## src/rtl/alu_mem_sequencer_if.sv

```systemverilog
// alu_mem_sequencer_if: command/memory/status bundle; master = sequencer (drives cmd_ready, mem_*, done/err/result/flags), slave = host+memory
interface alu_mem_sequencer_if #(parameter int DATA_W = 8, parameter int ADDR_W = 4);
  logic              cmd_valid;
  logic              cmd_ready;
  logic [2:0]        cmd_op;
  logic [ADDR_W-1:0] cmd_src_a;
  logic [ADDR_W-1:0] cmd_src_b;
  logic [ADDR_W-1:0] cmd_dst;
  logic [ADDR_W-1:0] mem_addr;
  logic              mem_rd_en;
  logic              mem_wr_en;
  logic [DATA_W-1:0] mem_wdata;
  logic [DATA_W-1:0] mem_rdata;
  logic              done;
  logic              err;
  logic [DATA_W-1:0] result;
  logic              carry;
  logic              zero;
  modport master (
    input  cmd_valid, cmd_op, cmd_src_a, cmd_src_b, cmd_dst, mem_rdata,
    output cmd_ready, mem_addr, mem_rd_en, mem_wr_en, mem_wdata, done, err, result, carry, zero
  );
  modport slave (
    output cmd_valid, cmd_op, cmd_src_a, cmd_src_b, cmd_dst, mem_rdata,
    input  cmd_ready, mem_addr, mem_rd_en, mem_wr_en, mem_wdata, done, err, result, carry, zero
  );
endinterface

```

## src/rtl/alu_mem_sequencer.sv

```systemverilog
// alu_mem_sequencer: fetch two operands, run ALU, write back; ports clk, rst, bus (alu_mem_sequencer_if.master)
module alu_mem_sequencer #(
  parameter int DATA_W = 8,
  parameter int ADDR_W = 4
) (
  input logic                clk,
  input logic                rst,
  alu_mem_sequencer_if.master bus
);
  localparam logic [2:0] OP_ADD = 3'd0, OP_SUB = 3'd1, OP_AND = 3'd2, OP_OR = 3'd3, OP_XOR = 3'd4, OP_MAX = 3'd5;
  typedef enum logic [2:0] {IDLE, RD_A, RD_B, CAP_B, WRITE, DONE_ERR} state_t;
  state_t            r_state;
  logic [2:0]        r_op;
  logic [ADDR_W-1:0] r_src_b, r_dst, r_addr;
  logic [DATA_W-1:0] r_op_a, r_op_b, r_result;
  logic              r_carry, r_zero;
  logic [DATA_W:0]   w_alu;
  logic [DATA_W-1:0] w_logic;
  always_comb begin
    w_logic = r_op == OP_AND ? r_op_a & r_op_b :
              r_op == OP_OR  ? r_op_a | r_op_b :
              r_op == OP_XOR ? r_op_a ^ r_op_b : r_op_a;
    w_alu   = r_op == OP_ADD ? {1'b0, r_op_a} + {1'b0, r_op_b} :
              r_op == OP_SUB ? {1'b0, r_op_a} - {1'b0, r_op_b} : {1'b0, w_logic};
  end
  assign bus.cmd_ready = r_state == IDLE;
  assign bus.mem_rd_en = r_state == RD_A || r_state == RD_B;
  assign bus.mem_wr_en = r_state == WRITE;
  assign bus.mem_addr  = r_addr;
  assign bus.mem_wdata = r_state == WRITE ? w_alu[DATA_W-1:0] : '0;
  assign bus.done      = r_state == WRITE || r_state == DONE_ERR;
  assign bus.err       = r_state == DONE_ERR;
  assign bus.result    = r_result;
  assign bus.carry     = r_carry;
  assign bus.zero      = r_zero;
  // r_addr is loaded one state ahead so the address is valid for the whole access cycle
  always_ff @(posedge clk) begin
    if (rst) begin
      r_state  <= IDLE;
      r_op     <= '0;
      r_src_b  <= '0;
      r_dst    <= '0;
      r_addr   <= '0;
      r_op_a   <= '0;
      r_op_b   <= '0;
      r_result <= '0;
      r_carry  <= 1'b0;
      r_zero   <= 1'b0;
    end else begin
      case (r_state)
        IDLE: if (bus.cmd_valid) begin
          r_op    <= bus.cmd_op;
          r_src_b <= bus.cmd_src_b;
          r_dst   <= bus.cmd_dst;
          if (bus.cmd_op > OP_MAX) r_state <= DONE_ERR;
          else begin
            r_addr  <= bus.cmd_src_a;
            r_state <= RD_A;
          end
        end
        RD_A: begin
          r_addr  <= r_src_b;
          r_state <= RD_B;
        end
        RD_B: begin
          r_op_a  <= bus.mem_rdata;
          r_state <= CAP_B;
        end
        CAP_B: begin
          r_op_b  <= bus.mem_rdata;
          r_addr  <= r_dst;
          r_state <= WRITE;
        end
        WRITE: begin
          r_result <= w_alu[DATA_W-1:0];
          r_carry  <= (r_op == OP_ADD || r_op == OP_SUB) && w_alu[DATA_W];
          r_zero   <= w_alu[DATA_W-1:0] == '0;
          r_state  <= IDLE;
        end
        default: r_state <= IDLE;
      endcase
    end
  end
endmodule

```

## src/flat_wrapper.sv

```systemverilog
// flat-port wrapper written by rule: the top's interface ports become plain ports
module alu_mem_sequencer_flat 
#(
  parameter int DATA_W = 8,
  parameter int ADDR_W = 4
)
  (clk, rst, bus_cmd_valid, bus_cmd_op, bus_cmd_src_a, bus_cmd_src_b, bus_cmd_dst, bus_mem_rdata, bus_cmd_ready, bus_mem_addr, bus_mem_rd_en, bus_mem_wr_en, bus_mem_wdata, bus_done, bus_err, bus_result, bus_carry, bus_zero);
  alu_mem_sequencer_if #(.DATA_W(DATA_W), .ADDR_W(ADDR_W)) bus_i ();
  input logic clk;
  input logic rst;
  input wire logic [$bits(bus_i.cmd_valid)-1:0] bus_cmd_valid;
  input wire logic [$bits(bus_i.cmd_op)-1:0] bus_cmd_op;
  input wire logic [$bits(bus_i.cmd_src_a)-1:0] bus_cmd_src_a;
  input wire logic [$bits(bus_i.cmd_src_b)-1:0] bus_cmd_src_b;
  input wire logic [$bits(bus_i.cmd_dst)-1:0] bus_cmd_dst;
  input wire logic [$bits(bus_i.mem_rdata)-1:0] bus_mem_rdata;
  output wire logic [$bits(bus_i.cmd_ready)-1:0] bus_cmd_ready;
  output wire logic [$bits(bus_i.mem_addr)-1:0] bus_mem_addr;
  output wire logic [$bits(bus_i.mem_rd_en)-1:0] bus_mem_rd_en;
  output wire logic [$bits(bus_i.mem_wr_en)-1:0] bus_mem_wr_en;
  output wire logic [$bits(bus_i.mem_wdata)-1:0] bus_mem_wdata;
  output wire logic [$bits(bus_i.done)-1:0] bus_done;
  output wire logic [$bits(bus_i.err)-1:0] bus_err;
  output wire logic [$bits(bus_i.result)-1:0] bus_result;
  output wire logic [$bits(bus_i.carry)-1:0] bus_carry;
  output wire logic [$bits(bus_i.zero)-1:0] bus_zero;
  assign bus_i.cmd_valid = bus_cmd_valid;
  assign bus_i.cmd_op = bus_cmd_op;
  assign bus_i.cmd_src_a = bus_cmd_src_a;
  assign bus_i.cmd_src_b = bus_cmd_src_b;
  assign bus_i.cmd_dst = bus_cmd_dst;
  assign bus_i.mem_rdata = bus_mem_rdata;
  assign bus_cmd_ready = bus_i.cmd_ready;
  assign bus_mem_addr = bus_i.mem_addr;
  assign bus_mem_rd_en = bus_i.mem_rd_en;
  assign bus_mem_wr_en = bus_i.mem_wr_en;
  assign bus_mem_wdata = bus_i.mem_wdata;
  assign bus_done = bus_i.done;
  assign bus_err = bus_i.err;
  assign bus_result = bus_i.result;
  assign bus_carry = bus_i.carry;
  assign bus_zero = bus_i.zero;
  alu_mem_sequencer #(.DATA_W(DATA_W), .ADDR_W(ADDR_W)) u_core (.clk(clk), .rst(rst), .bus(bus_i));
endmodule
```

## config.mk

```make
export PLATFORM = sky130hd
export DESIGN_NAME = alu_mem_sequencer_flat
export DESIGN_NICKNAME = d
export VERILOG_FILES = /design/src/rtl/alu_mem_sequencer_if.sv /design/src/rtl/alu_mem_sequencer.sv /design/src/flat_wrapper.sv
export SDC_FILE = /design/constraint.sdc
export NUM_CORES = 1
export LEC_CHECK = 0
export ABC_AREA = 1
export CAP_MARGIN = 0
export CELL_PAD_IN_SITES_DETAIL_PLACEMENT = 1
export CELL_PAD_IN_SITES_GLOBAL_PLACEMENT = 1
export CORE_MARGIN = 10
export CORE_UTILIZATION = 40
export DETAILED_ROUTE_END_ITERATION = 12
export PLACE_DENSITY = 0.91
export SETUP_SLACK_MARGIN = 0.4
export SYNTH_ARGS = -nofsm -noshare
export SYNTH_HDL_FRONTEND = slang
export SYNTH_SLANG_ARGS = --single-unit
```

## constraint.sdc

```tcl
create_clock -name clk -period 3.3 [get_ports clk]
set_clock_uncertainty 0.2 [all_clocks]
set_input_delay 0.66 -clock clk [delete_from_list [all_inputs] [get_ports clk]]
set_output_delay 0.66 -clock clk [all_outputs]
set_load 0.05 [all_outputs]
```

==> results by group <==
Die
  • Total core area: approximately 7300 sq um
  • I/O pin count: 53
  • Die width: 107 um
  • DIE AREA: 11400 sq um
  • Initial Util: 0.412
  • Die extent in y: 107 um
  • # rows: 31

Synth
  • Synth Warn #: 0
  • Avg Inst Size Synth: 6.57 sq um
  • Mapped cell area: 3010 sq um
  • FF+latch count, synth: 44
  • Synth unique cells: 38
  • Syn Nets: 510
  • Register area share after synthesis: 0.293
  • Mapped Cells: 458

Clock network
  • Root buffer cell: clkbuf_8
  • Worst-path clk slew: approximately 0.090 ns
  • Worst-Skew Late Latency: 0.31 ns
  • CTS tree: yes
  • Clk sinks: 44
  • H-Tree Depth: 2
  • CTS Buffer Depth: 2
  • Inserted Clock Buffers: 5

Drt
  • Initial DRC count: 270
  • Drt pass-1 iters: 5
  • DR vias: 3968
  • # DRC: 0
  • Routed wire length: 16.0 mm
  • Post-DR vias/cell: 6.14
  • Routed len/inst: roughly 25 um
  • Number of routed nets with antenna violations: 0

Final layout
  • Fill cells: 927
  • Share of cells above drive strength 1: 0.327
  • Layout Area Growth over Synthesis: 48.7%
  • Non-filler cells, final: 646
  • Final #Nets: 598
  • # diodes: 0

Worst setup path
  • CP required: between 2 and 2.5 ns
  • Critical Path AT: 2.28 ns
  • CP startpoint kind: register
  • Setup crit end kind: output port
  • Crit Path Class: register to output port
  • Crit-path max FO: 12

Placement
  • IO Port Bufs: 52
  • DP Wirelength: 8.25 mm
  • Final GP Congestion: approximately 0.93
  • Placed cells: 599

Power
  • P per Cell Area: ~510 nW/um^2
  • VDD IR max: approximately 0.28 mV
  • P_leak: between 1.5 and 2 nW

Timing
  • Slew Limit Fails: 0
  • Rel. slew slack: 0.506
  • Worst-margin pin slew: 0.741 ns
  • Fin. Hold Viols: 0
  • Final min period: 3.14 ns
  • Unrepaired setup endpoints after global routing: true
  • Fin crit share: 0.952
  • Setup TNS Final: 0 ns
  • Fmax: 318 MHz
  • Setup violators final: 0

Global route
  • Largest net degree at the start of global routing: 26
  • Total global routing overflow: 0
  • Vias in the first global route: 3975
  • Initial antenna violation count: 0
  • First-pass GRT wire length: 21.0 mm
  • GRT Total Usage: 0.228

Job
  • Max cap viols: 0

Outcome
  • Status: complete, no violations

Hold path
  • Worst Hold Class: register to register
-- kinds of logic after synthesis --
| logic type | share of synthesized area |
|---|---|
| compound gates | 0.189 |
| xor+xnor | 0.00291 |
| fa+ha+maj | 0.113 |
| buf+inv | 0.115 |
| flops | 0.293 |
| simple gates | 0.287 |
-- final cells by class --
cell class / instances / area (sq um) / share of cell area
Timing Repair Buffer: 98 / 941 / 0.210
Sequential cell: 44 / 916 / 0.205
Clock buffer: 5 / 68.8 / 0.0154
Inverter: 67 / 267 / 0.0596
Tap cell: 99 / 124 / 0.0277
Multi-Input combinational cell: 330 / 2110 / 0.472
Clock inverter: 3 / 46.3 / 0.0104
-- cells in the mapped netlist (all sizes together) --
cell / number / share of area
ha: 24 / 0.10
and2: 1 / 0.0021
nand3: 40 / 0.068
dfxtp: 44 / 0.29
buf: 8 / 0.020
nand2: 107 / 0.14
nor3: 3 / 0.012
xor2: 1 / 0.0029
o211ai: 4 / 0.010
o21bai: 1 / 0.0025
nand4: 4 / 0.0083
a41oi: 1 / 0.0029
clkinv: 1 / 0.0012
clkbuf: 9 / 0.011
a22oi: 2 / 0.0050
a21oi: 54 / 0.090
a211oi: 1 / 0.0025
o21ai: 36 / 0.061
nor2: 40 / 0.055
o221ai: 1 / 0.0029
fa: 2 / 0.013
o311ai: 1 / 0.0029
or2: 3 / 0.0062
a221oi: 1 / 0.0029
a31oi: 3 / 0.0062
inv: 66 / 0.082
-- worst paths after layout --
kind | from | depth (start not counted) | end | slack (ns)
setup / recovery | u_core.r_op[1]$_SDFFE_PP0P_ | 12 | bus_mem_wdata[6] | 0.16
hold / removal | u_core.r_dst[0]$_SDFFE_PP0P_ | 2 | u_core.r_dst[0]$_SDFFE_PP0P_ | 0.26
setup reg to reg | u_core.r_op_b[2]$_SDFFE_PP0N_ | 19 | u_core.bus.carry$_SDFFE_PP0P_ | 0.24
hold reg to reg | u_core.r_dst[0]$_SDFFE_PP0P_ | 2 | u_core.r_dst[0]$_SDFFE_PP0P_ | 0.26
-- where the power goes --
| part | internal (mW) | switching [mW] |
|---|---|---|
| registers | 0.581 | 0.0581 |
| clock network | 0.228 | 0.219 |
| logic | 0.449 | 0.760 |
| total | 1.26 | 1.04 |
-- critical path, stage by stage (launching register included) --
cell and delay, ns:
dfxtp_2 0.40, inv_2 0.09, nor2_4 0.18, nand2_4 0.19, or2_1 0.26, nand3_1 0.10, nand2_1 0.15, nand2_2 0.12
nand2_1 0.08, nand2_2 0.10, nand2_2 0.08, inv_2 0.08, buf_12 0.13
-- layout by cell type (no fill, tap or decap), types with 17 or more instances in the layout --
| master | count |
|---|---|
| inv_1 | 36 |
| inv_2 | 24 |
| nand2_1 | 86 |
| buf_4 | 44 |
| dfxtp_1 | 26 |
| nor2_1 | 26 |
| a21oi_1 | 48 |
| clkdlybuf4s50_1 | 42 |
| o21ai_0 | 32 |
| nand3_1 | 32 |
| nand2_2 | 17 |
-- per-stage QoR --
step	utilization	power, mW	setup slack [ns]	instance area, sq um	hold WS, ns
final	0.613	2.30	0.159	4470	0.259
after global routing	0.613	2.37	0.116	4470	0.281
after CTS	0.573	1.98	0.276	4180	0.261
after detailed placement	0.504	1.38	0.299	3670	0.249
after global placement	0.504	1.35	0.343	3670	0.240
after floorplan	-	1.14	0.468	3020	0.223
-- metal layers --
layer	share of wire	up-vias	GRT usage
met5	0	-	0
met4	0.064	0	0.120
met3	0.080	103	0.0467
met2	0.49	289	0.396
met1	0.37	1909	0.256
li1	-	1667	-
-- state kept, by name, summed over array words and instances (netlist names) --
name                 cells
u_core.r_state           3
u_core.r_op              3
u_core.r_dst             4
u_core.bus.mem_addr      4
u_core.r_op_b            8
u_core.bus.result        8
u_core.r_op_a            8
u_core.bus.zero          1
u_core.r_src_b           4
u_core.bus.carry         1
-- repair_timing --
action	4_1_cts	5_1_grt
setup endpoints to repair	10	10
hold buffers	0	0
endpoints found under the hold margin	0	0
resized for setup	62	75
buffers inserted	24	15
pin swaps	18	29
Note: power is estimated with default switching activity, not from simulation.
